<file path="src/rtl/uart_tx_scheduler_pkg.sv">
// Shared types and sizing helpers for the UART transmit scheduler.
// Imported by the scheduler, its holding slots and the interface users.
package uart_ctrl_pkg;

  localparam int DEF_RESULT_BYTES = 4;
  localparam int DEF_GUARD_CYCLES = 3;

  typedef enum logic [1:0] {
    IDLE  = 2'd0,
    SEND  = 2'd1,
    ACK   = 2'd2,
    DRAIN = 2'd3
  } tx_state_e;

  typedef enum logic {
    GRANT_STS = 1'b0,
    GRANT_RES = 1'b1
  } grant_e;

  // Counter width that never collapses to zero bits for tiny ranges.
  function automatic int cnt_width(input int n);
    return (n > 1) ? $clog2(n) : 1;
  endfunction

  localparam int BYTE_CNT_W  = cnt_width(DEF_RESULT_BYTES);
  localparam int GUARD_CNT_W = cnt_width(DEF_GUARD_CYCLES + 1);

endpackage

</file>
<file path="src/rtl/uart_tx_scheduler_if.sv">
// Requester slots and UART core transmit port of the scheduler.
// master = requesters plus core side stimulus, slave = scheduler.
interface uart_tx_sched_if #(
  parameter int RESULT_BYTES = 4
) ();

  logic                      res_valid;
  logic [8*RESULT_BYTES-1:0] res_data;
  logic                      res_ready;
  logic                      sts_valid;
  logic [7:0]                sts_code;
  logic                      sts_ready;
  logic                      txrdy;
  logic [7:0]                tx_data;
  logic                      wen;

  modport master (
    output res_valid, res_data, sts_valid, sts_code, txrdy,
    input  res_ready, sts_ready, tx_data, wen
  );

  modport slave (
    input  res_valid, res_data, sts_valid, sts_code, txrdy,
    output res_ready, sts_ready, tx_data, wen
  );

endinterface

</file>
<file path="src/rtl/uart_tx_scheduler_hold_slot.sv">
// One-deep valid/ready holding register; stays full until the owner
// releases it, and reports not-ready while reset is asserted.
module tx_hold_slot #(
  parameter int WIDTH = 8
) (
  input  logic             clk,
  input  logic             reset_n,
  input  logic             valid,
  input  logic [WIDTH-1:0] data,
  output logic             ready,
  input  logic             rel,
  output logic             full,
  output logic [WIDTH-1:0] held
);

  logic             full_r;
  logic [WIDTH-1:0] data_r;

  assign ready = reset_n && !full_r;
  assign full  = full_r;
  assign held  = data_r;

  // Capture when empty and offered; clear on release from the scheduler.
  always_ff @(posedge clk) begin
    if (!reset_n) begin
      full_r <= 1'b0;
      data_r <= '0;
    end else if (valid && ready) begin
      full_r <= 1'b1;
      data_r <= data;
    end else if (rel) begin
      full_r <= 1'b0;
    end else begin
      full_r <= full_r;
    end
  end

endmodule

</file>
<file path="src/rtl/uart_tx_scheduler.sv">
// Shares the UART core transmit port between a multi-byte result requester
// and a single-byte status requester, one byte per wen strobe.
module uart_tx_scheduler
  import uart_ctrl_pkg::*;
#(
  parameter int RESULT_BYTES = DEF_RESULT_BYTES,
  parameter int GUARD_CYCLES = DEF_GUARD_CYCLES
) (
  input  logic           clk,
  input  logic           reset_n,
  uart_tx_sched_if.slave bus,
  output logic           busy,
  output logic           grant_res
);

  localparam int RES_W = 8 * RESULT_BYTES;
  localparam int BCW   = cnt_width(RESULT_BYTES);
  localparam int GCW   = cnt_width(GUARD_CYCLES + 1);
  localparam logic [BCW-1:0] BYTE_LAST = BCW'(RESULT_BYTES - 1);
  localparam logic [GCW-1:0] GUARD_MAX = GCW'(GUARD_CYCLES);

  tx_state_e        state_r, state_s;
  logic [BCW-1:0]   byte_cnt_r, byte_cnt_s;
  logic [GCW-1:0]   guard_cnt_r, guard_cnt_s;
  grant_e           last_grant_r, last_grant_s;
  logic             grant_res_r, grant_res_s;
  logic [7:0]       tx_data_r, tx_data_s;
  logic             wen_r, wen_s;
  logic             busy_r;
  logic             res_ready_s, sts_ready_s;
  logic             res_full_s, sts_full_s;
  logic             res_rel_s, sts_rel_s;
  logic [RES_W-1:0] res_held_s;
  logic [7:0]       sts_held_s;
  logic [7:0]       cur_byte_s;

  tx_hold_slot #(.WIDTH(RES_W)) u_res_slot (
    .clk     (clk),
    .reset_n (reset_n),
    .valid   (bus.res_valid),
    .data    (bus.res_data),
    .ready   (res_ready_s),
    .rel     (res_rel_s),
    .full    (res_full_s),
    .held    (res_held_s)
  );

  tx_hold_slot #(.WIDTH(8)) u_sts_slot (
    .clk     (clk),
    .reset_n (reset_n),
    .valid   (bus.sts_valid),
    .data    (bus.sts_code),
    .ready   (sts_ready_s),
    .rel     (sts_rel_s),
    .full    (sts_full_s),
    .held    (sts_held_s)
  );

  assign bus.res_ready = res_ready_s;
  assign bus.sts_ready = sts_ready_s;
  assign bus.tx_data   = tx_data_r;
  assign bus.wen       = wen_r;
  assign busy          = busy_r;
  assign grant_res     = grant_res_r;

  // Byte presented to the core: result bytes count down, so MSB goes first.
  always_comb begin
    cur_byte_s = sts_held_s;
    if (grant_res_r) begin
      cur_byte_s = res_held_s[{byte_cnt_r, 3'b000} +: 8];
    end else begin
      cur_byte_s = sts_held_s;
    end
  end

  // Next-state and next-output logic of the frame sequencer.
  always_comb begin
    state_s      = state_r;
    byte_cnt_s   = byte_cnt_r;
    guard_cnt_s  = guard_cnt_r;
    last_grant_s = last_grant_r;
    grant_res_s  = grant_res_r;
    tx_data_s    = tx_data_r;
    wen_s        = 1'b1;
    res_rel_s    = 1'b0;
    sts_rel_s    = 1'b0;
    case (state_r)
      IDLE: begin
        // On a tie the requester that did not send the last frame wins.
        if (res_full_s && (!sts_full_s || (last_grant_r == GRANT_STS))) begin
          grant_res_s = 1'b1;
          byte_cnt_s  = BYTE_LAST;
          state_s     = SEND;
        end else if (sts_full_s) begin
          grant_res_s = 1'b0;
          byte_cnt_s  = '0;
          state_s     = SEND;
        end else begin
          state_s = IDLE;
        end
      end
      SEND: begin
        if (bus.txrdy) begin
          tx_data_s   = cur_byte_s;
          wen_s       = 1'b0;
          guard_cnt_s = '0;
          state_s     = ACK;
        end else begin
          state_s = SEND;
        end
      end
      ACK: begin
        // A core that accepts instantly may never drop txrdy; the guard bounds that wait.
        if (!bus.txrdy || (guard_cnt_r == GUARD_MAX)) begin
          state_s = DRAIN;
        end else begin
          guard_cnt_s = guard_cnt_r + {{(GCW-1){1'b0}}, 1'b1};
          state_s     = ACK;
        end
      end
      DRAIN: begin
        if (!bus.txrdy) begin
          state_s = DRAIN;
        end else if (byte_cnt_r != '0) begin
          byte_cnt_s = byte_cnt_r - {{(BCW-1){1'b0}}, 1'b1};
          state_s    = SEND;
        end else begin
          res_rel_s    = grant_res_r;
          sts_rel_s    = !grant_res_r;
          last_grant_s = grant_res_r ? GRANT_RES : GRANT_STS;
          state_s      = IDLE;
        end
      end
      default: begin
        state_s = IDLE;
      end
    endcase
  end

  // Sequencer state and registered core-facing outputs.
  always_ff @(posedge clk) begin
    if (!reset_n) begin
      state_r      <= IDLE;
      byte_cnt_r   <= '0;
      guard_cnt_r  <= '0;
      last_grant_r <= GRANT_STS;
      grant_res_r  <= 1'b0;
      tx_data_r    <= 8'h00;
      wen_r        <= 1'b1;
      busy_r       <= 1'b0;
    end else begin
      state_r      <= state_s;
      byte_cnt_r   <= byte_cnt_s;
      guard_cnt_r  <= guard_cnt_s;
      last_grant_r <= last_grant_s;
      grant_res_r  <= grant_res_s;
      tx_data_r    <= tx_data_s;
      wen_r        <= wen_s;
      busy_r       <= (state_s != IDLE);
    end
  end

endmodule
</file>
<file path="src/flat_wrapper.sv">
// flat-port wrapper written by rule: the top's interface ports become plain ports
module uart_tx_scheduler_flat import uart_ctrl_pkg::*;
#(
  parameter int RESULT_BYTES = DEF_RESULT_BYTES,
  parameter int GUARD_CYCLES = DEF_GUARD_CYCLES
)
  (clk, reset_n, busy, grant_res, bus_res_valid, bus_res_data, bus_sts_valid, bus_sts_code, bus_txrdy, bus_res_ready, bus_sts_ready, bus_tx_data, bus_wen);
  uart_tx_sched_if #(.RESULT_BYTES(RESULT_BYTES)) bus_i ();
  input  logic clk;
  input  logic reset_n;
  output logic busy;
  output logic grant_res;
  input wire logic [$bits(bus_i.res_valid)-1:0] bus_res_valid;
  input wire logic [$bits(bus_i.res_data)-1:0] bus_res_data;
  input wire logic [$bits(bus_i.sts_valid)-1:0] bus_sts_valid;
  input wire logic [$bits(bus_i.sts_code)-1:0] bus_sts_code;
  input wire logic [$bits(bus_i.txrdy)-1:0] bus_txrdy;
  output wire logic [$bits(bus_i.res_ready)-1:0] bus_res_ready;
  output wire logic [$bits(bus_i.sts_ready)-1:0] bus_sts_ready;
  output wire logic [$bits(bus_i.tx_data)-1:0] bus_tx_data;
  output wire logic [$bits(bus_i.wen)-1:0] bus_wen;
  assign bus_i.res_valid = bus_res_valid;
  assign bus_i.res_data = bus_res_data;
  assign bus_i.sts_valid = bus_sts_valid;
  assign bus_i.sts_code = bus_sts_code;
  assign bus_i.txrdy = bus_txrdy;
  assign bus_res_ready = bus_i.res_ready;
  assign bus_sts_ready = bus_i.sts_ready;
  assign bus_tx_data = bus_i.tx_data;
  assign bus_wen = bus_i.wen;
  uart_tx_scheduler #(.RESULT_BYTES(RESULT_BYTES), .GUARD_CYCLES(GUARD_CYCLES)) u_core (.clk(clk), .reset_n(reset_n), .bus(bus_i), .busy(busy), .grant_res(grant_res));
endmodule
</file>
<file path="config.mk">
export PLATFORM = sky130hd
export DESIGN_NAME = uart_tx_scheduler_flat
export DESIGN_NICKNAME = d
export VERILOG_FILES = /design/src/rtl/uart_tx_scheduler_pkg.sv /design/src/rtl/uart_tx_scheduler_if.sv /design/src/rtl/uart_tx_scheduler_hold_slot.sv /design/src/rtl/uart_tx_scheduler.sv /design/src/flat_wrapper.sv
export SDC_FILE = /design/constraint.sdc
export NUM_CORES = 1
export LEC_CHECK = 0
export BUFFER_PORTS_ARGS = -buffer_cell sky130_fd_sc_hd__clkbuf_2
export CAP_MARGIN = 20
export CORE_MARGIN = 5
export CORE_UTILIZATION = 48
export DETAILED_ROUTE_END_ITERATION = 10
export PLACE_DENSITY = 0.8
export SLEW_MARGIN = 0
export SYNTH_ARGS = -nofsm -noshare
export SYNTH_HDL_FRONTEND = slang
export SYNTH_SLANG_ARGS = --single-unit
</file>
<file path="constraint.sdc">
create_clock -name clk -period 3.99 [get_ports clk]
set_input_delay 0.1995 -clock clk [delete_from_list [all_inputs] [get_ports clk]]
set_output_delay 0.1995 -clock clk [all_outputs]
set_load 0.005 [all_outputs]
</file>
==> key figures, run 1 <==
Clock network
  – CTS tree: yes
  – Clock Root Buffer: clkbuf_8
  – Clock buffer count from CTS: 9
  – H-tree depth: 3
  – Hold buffers post-CTS: 0
  – Num Clock Sinks: 60
  – Max Root-Sink Buffers: 2
  – Postcts setup bufs: 0
  – Skew-Pair Late Insertion Delay: 0.34 ns
  – CTS resizes: 0
  – Clock transition at the registers of the reported paths: 0.07 ns

Setup path
  – CP required: 4.22 ns
  – Nature of the critical path endpoint: flip-flop
  – Crit-path cells: inv_1 > ha_1 > o32ai_2 > nand2_1 > o221a_1
  – Highest net fanout along the worst path: 18
  – Setup CP Type: flip-flop to flip-flop
  – Critical Path AT: 2.31 ns
  – Worst path slowest cell: dfxtp_1
  – Slowest Stage Delay on Critical Path: 0.96 ns
  – CP Launch Type: flip-flop

Timing
  – Fin crit period: 2.09 ns
  – TNS Setup: 0 ns
  – Unrepaired setup endpoints after global routing: no
  – Maximum clock rate: 479 MHz
  – Period utilisation layout: 0.523
  – Slew @ Worst Pin: 0.979 ns
  – Final Hold Viols: 0
  – Final setup margin: 1.90 ns
  – Final Hold Slack: 0.0466 ns
  – Clock Skew: 0.00929 ns
  – Final Max Tran Viols: 0
  – Endpoints failing setup: 0
  – Rel. slew slack: 0.346

Logic synthesis
  – Top-area cell type share of the netlist area: 0.442
  – Syn_area_per_cell: 8.73 µm²
  – Synth Flop Type: dfxtp_1
  – Post-synth EDFFs: 0
  – Synth Instances: 311
  – Syn nets: 358
  – Synthesized flop and latch total: 60
  – Cell Area, Synth: 2720 µm²
  – Ys async rst share: 0
  – Area leader, netlist: dfxtp_1
  – Register area share after synthesis: 0.442
  – Top post-synthesis cells by area: dfxtp_1, nand2_1, o21ai_2
  – Distinct cell type count after synthesis: 35
  – Ys Warns: 0

Finish
  – Layout area overhead: 15.2%
  – # diodes: 0
  – Nets: 405
  – Fin cells: 435
  – Layout fillers: 502
  – Share of cells above drive strength 1: 0.287

GRT
  – First-pass GRT wire length: 9600 µm
  – Initial antenna violation count: 0
  – Total track usage: 0.170
  – Largest net degree at the start of global routing: 66
  – GR Overflow Total: 0
  – Vias in the first global route: 2089

Run
  – Max-cap violations: 0

Route
  – Initial detailed-routing violation count: 152
  – Drt pass-1 iters: 4
  – Drt drc: 0
  – Routed Antenna Nets: 0
  – Vias post-DR: 2237
  – WL/cell: 13.2 µm
  – Final wirelength: 5750 µm
  – Drt via density: 5.14

Place
  – # port buffers: 57
  – GPL Wtd Cong: 0.769
  – Hpwl dp: 4110 µm
  – Pre-CTS WS: 1.94 ns
  – Placed cell count: 419

Floorplanning
  – CORE AREA: 5510 µm²
  – Number of placement rows: 27
  – I/O pin count: 58
  – Initial core utilization: 0.493
  – Full die area: 7260 µm²
  – Die X: 85.2 µm
  – Die height: 85.2 µm

Power and ir drop
  – Maximum VDD drop: 0.230 mV
  – Leakage power figure: 0.00125 µW
  – Power density over the cells: 456 nW/µm²

Hold path
  – Worst hold-check path type: input port to flip-flop

Run status
  – Status: finished, final reports clean
final timing paths:
| check | cells past startpoint | slack, ns | from | to |
|---|---|---|---|---|
| worst min register to register | 2 | 0.45 | u_core.u_res_slot.held[18] | u_core.u_res_slot.held[18] |
| worst min-delay path | 3 | 0.05 | bus_res_data[27] | u_core.u_res_slot.held[27] |
| worst max register to register | 5 | 1.90 | u_core.byte_cnt_r[0] | u_core.byte_cnt_r[1] |
| worst max-delay path | 5 | 1.90 | u_core.byte_cnt_r[0] | u_core.byte_cnt_r[1] |
stage by stage:
step	area (µm²)	total power (µW)	utilization
after global routing	3130	1510	0.568
final	3130	1430	0.568
after global placement	2950	918	0.535
after floorplan	2720	868	-
after CTS	3130	1440	0.568
after detailed placement	2950	927	0.535
layer usage:
layer  wire length, µm  GRT usage
met5                 0          0
met3               343     0.0544
met2              2560      0.251
met4               153     0.0950
met1              2700      0.219
critical path: cells and delay by family (launching register included):
family                     cells  cell delay (ns)
DFF                            1             0.96
buffers and inverters          1             0.15
AOI/OAI and AO/OA              2             0.41
and+or+nand+nor                1             0.15
adders and majority gates      1             0.30
placed cells by master, fill, tap and decap left out, drive strengths merged:
cell type / count
dfxtp: 60
a32o: 2
o32ai: 1
bufinv: 1
and2: 4
nand2: 91
a21boi: 10
nand3: 3
a21oi: 1
nor2b: 4
clkinv: 5
and3: 1
and4: 1
a22o: 1
nor2: 5
a31o: 2
buf: 1
o221a: 9
xnor2: 1
o21a: 3
o221ai: 1
inv: 12
clkbuf: 67
nand2b: 1
ha: 2
mux2i: 17
o21ai: 46
o22ai: 9
nand3b: 2
cell families (layout without fill, tap and decap cells):
group | after synthesis | after routing | synth area share
muxes | 17 | 17 | 0.0626
xor gates and xnor gates | 1 | 1 | 0.00322
AOI/OAI and AO/OA | 85 | 85 | 0.234
and+or+nand+nor | 112 | 112 | 0.175
adders and majority gates | 2 | 2 | 0.00921
buffers and inverters | 34 | 86 | 0.0728
DFF | 60 | 60 | 0.442
Yosys cell counts, types with 2 or more instances:
cell type and number:
o21a_1 3, nor2b_1 3, clkbuf_1 9, o221a_1 3
nand2_1 91, nor2_1 3, inv_1 12, a31o_1 2
o22ai_1 9, buf_2 2, buf_6 7, nand3b_1 2
o21ai_2 20, buf_4 4, o221a_2 6, o21ai_1 15
nor2_2 2, nand3_1 3, and2_1 3, o21ai_0 11
dfxtp_1 60, ha_1 2, a32o_1 2, a21boi_1 10
mux2i_1 17
final cells by class:
type                            count  area, µm²  share of cell area
Multi-Input combinational cell    217       1320               0.421
Sequential cell                    60       1200               0.384
Timing Repair Buffer               58        293              0.0936
Clock buffer                       10        128              0.0408
Tap cell                           72       90.1              0.0288
Clock inverter                      6       55.1              0.0176
Inverter                           12       45.0              0.0144
sequential cells by signal (all words and copies together), names as in the netlist:
| register | count |
|---|---|
| u_core.u_res_slot.held | 32 |
| u_core.bus.tx_data | 8 |
| u_core.u_sts_slot.held | 8 |
| u_core.byte_cnt_r | 2 |
| u_core.guard_cnt_r | 2 |
| u_core.state_r | 2 |
| u_core.bus.wen | 1 |
| u_core.busy | 1 |
| u_core.grant_res | 1 |
| u_core.last_grant_r | 1 |
| u_core.u_res_slot.full | 1 |
| u_core.u_sts_slot.full | 1 |
power breakdown:
group | leakage (µW) | total, µW | internal, µW | switching [µW]
Combinational | 0.000658 | 210 | 102 | 108
Sequential | 0.000493 | 704 | 651 | 52.9
Clock | 0.0000996 | 514 | 283 | 231
Total | 0.00125 | 1430 | 1040 | 393
No activity file was read; power rests on OpenSTA's default activity.
==> inputs of run 2 (changes only) <==
- clock period: 3.99 -> 2 ns (I/O delays scaled with it)
==> key figures, run 2 (synthesis gave the netlist of run 1 again) <==
Clock network
  – CTS tree: yes
  – H-tree depth: 3
  – Num Clock Sinks: 60
  – Clock Root Buffer: clkbuf_8
  – Clock buffer count from CTS: 9
  – Clock transition at the registers of the reported paths: 0.07 ns
  – Postcts setup bufs: 0
  – Max Root-Sink Buffers: 2
  – Skew-Pair Late Insertion Delay: 0.34 ns

Power and ir drop
  – Net Sw Power: 816 µW
  – Internal power: 2320 µW
  – Pwr Total: 3140 µW
  – Leakage power figure: 0.00144 µW
  – Maximum VDD drop: 0.463 mV
  – Clock Power Share: 0.393
  – Power density over the cells: 875 nW/µm²
  – Logic gate share of total power: 0.163
  – Flop pwr share: 0.444
  – Sw Ratio: 0.260

Finish
  – Nets: 446
  – Final Cell Area: 3580 µm²
  – Share of cells above drive strength 1: 0.270
  – Layout area overhead: 31.8%
  – # diodes: 0
  – Commonest non-fill, non-tap cell in the layout: nand2_1
  – Commonest non-fill, non-tap cells in the layout: nand2_1, dfxtp_1, clkbuf_2
  – Number of flip-flops in the largest register: 32
  – Fin cells: 475

Floorplanning
  – Initial core utilization: 0.493
  – Number of placement rows: 27
  – I/O pin count: 58
  – Full die area: 7260 µm²
  – Die height: 85.2 µm
  – Die X: 85.2 µm
  – CORE AREA: 5510 µm²

Run
  – Max-cap violations: 0

Setup path
  – CP required: 2.24 ns
  – FF-to-FF End: u_core.bus.tx_data[1]
  – CP startpoint: u_core.state_r[0]
  – Setup CP Type: flip-flop to flip-flop
  – Slowest Stage Delay on Critical Path: 0.58 ns
  – Crit path buf inv count: 1
  – Worst R2R Path Depth: 5
  – Reg2reg setup slack: 0.49 ns
  – Crit-path cells: nand2_1 > nor2_2 > buf_4 > o21ai_0 > o221a_2
  – Critical Path AT: 1.75 ns
  – CP Launch Type: flip-flop
  – Highest net fanout along the worst path: 18
  – Nature of the critical path endpoint: flip-flop
  – Worst path slowest cell: dfxtp_1
  – Reg-to-reg startpoint: u_core.state_r[0]
  – Kind of cell adding the most delay to the critical path: flip-flops

Place
  – # port buffers: 57
  – Hpwl dp: 4500 µm
  – Placed Area: 3000 µm²
  – Placed cell count: 424
  – GPL Wtd Cong: 0.825

Route
  – Final wirelength: 6740 µm
  – Initial detailed-routing violation count: 212
  – Vias post-DR: 2468
  – Drt via density: 5.20
  – Drt drc: 0
  – Drt pass-1 iters: 5
  – Routed Antenna Nets: 0
  – WL/cell: 14.2 µm

Timing
  – Maximum clock rate: 662 MHz
  – Final Max Tran Viols: 0
  – TNS Setup: 0 ns
  – Endpoints failing setup: 0
  – Slew @ Worst Pin: 0.537 ns
  – Final Hold Viols: 0
  – Period utilisation layout: 0.755
  – Clock Skew: 0.00802 ns
  – Rel. slew slack: 0.642
  – Unrepaired setup endpoints after global routing: no
  – Fin crit period: 1.51 ns
  – Final Hold Slack: 0.000401 ns

GRT
  – First-pass GRT wire length: 11200 µm
  – Largest net degree at the start of global routing: 49
  – Initial antenna violation count: 0
  – Total track usage: 0.193
  – Vias in the first global route: 2411
  – GR Overflow Total: 0

Hold path
  – Worst hold-check path type: input port to flip-flop
  – Hold Startpoint: bus_res_data[10]
  – WHS Endpoint: u_core.u_res_slot.held[10]
  – Hold path cells: 3

Run status
  – Status: finished, final reports clean
==> run 2: cell count changes in the layout (fill, tap and decap cells not counted) <==
cell	previous run	this run
bufinv_16	1	2
clkinvlp_4	0	1
buf_12	0	1
buf_4	1	5
clkbuf_8	9	11
clkinv_2	5	1
dlygate4sd3_1	0	36
clkbuf_1	1	0
==> run 2: cell type report <==
cell class	count	area, µm²
tap	72	90.1
clock inverter	4	72.6
multi-input combinational	217	1320
sequential	60	1200
timing repair buffer	99	703
fill	428	1930
inverter	12	45.0
clock buffer	11	151
==> run 2: worst max path at each step <==
stage	endpoint	slack, ns	depth (start not counted)
floorplan	u_core.byte_cnt_r[1]	0.54	7
global placement	u_core.byte_cnt_r[1]	0.61	4
detailed placement	u_core.bus.tx_data[1]	0.52	5
CTS	u_core.bus.tx_data[1]	0.49	5
global route	u_core.bus.tx_data[1]	0.35	5
finish	u_core.bus.tx_data[1]	0.49	5
==> run 2: routing by layer <==
| metal | vias up | share of wire | track usage |
|---|---|---|---|
| met4 | 0 | 0.016 | 0.0993 |
| met1 | 1129 | 0.43 | 0.246 |
| met3 | 13 | 0.072 | 0.0427 |
| li1 | 1240 | - | - |
| met2 | 86 | 0.48 | 0.306 |
| met5 | - | 0 | 0 |
==> run 2: worst reg2reg max path: cells and delay by family, from the launching register on <==
kind,cells,cell delay (ns)
buffers and inverters,1,0.21
flip-flops,1,0.58
AND/OR/NAND/NOR,2,0.27
AO/OA/AOI/OAI,2,0.37
==> run 2: what timing repair did <==
item                      in CTS  in global routing
resized for setup              0                  0
hold buffers                  36                  0
hold endpoints to repair      36                  0
==> run 2: power groups by stage <==
stage	Combinational, µW	Sequential, µW	Clock (µW)
6_report	511	1390	1230
5_1_grt	567	1410	1300
4_1_cts	508	1390	1250
3_5_place_dp	452	1420	0
3_3_place_gp	437	1410	0
2_1_floorplan	354	1380	0
==> run 2: stage by stage <==
| step | setup slack (ns) | utilization |
|---|---|---|
| 3_5_place_dp | 0.523 | 0.544 |
| 3_3_place_gp | 0.613 | 0.544 |
| 5_1_grt | 0.354 | 0.650 |
| 4_1_cts | 0.494 | 0.650 |
| 2_1_floorplan | 0.542 | - |
| 6_report | 0.490 | 0.650 |
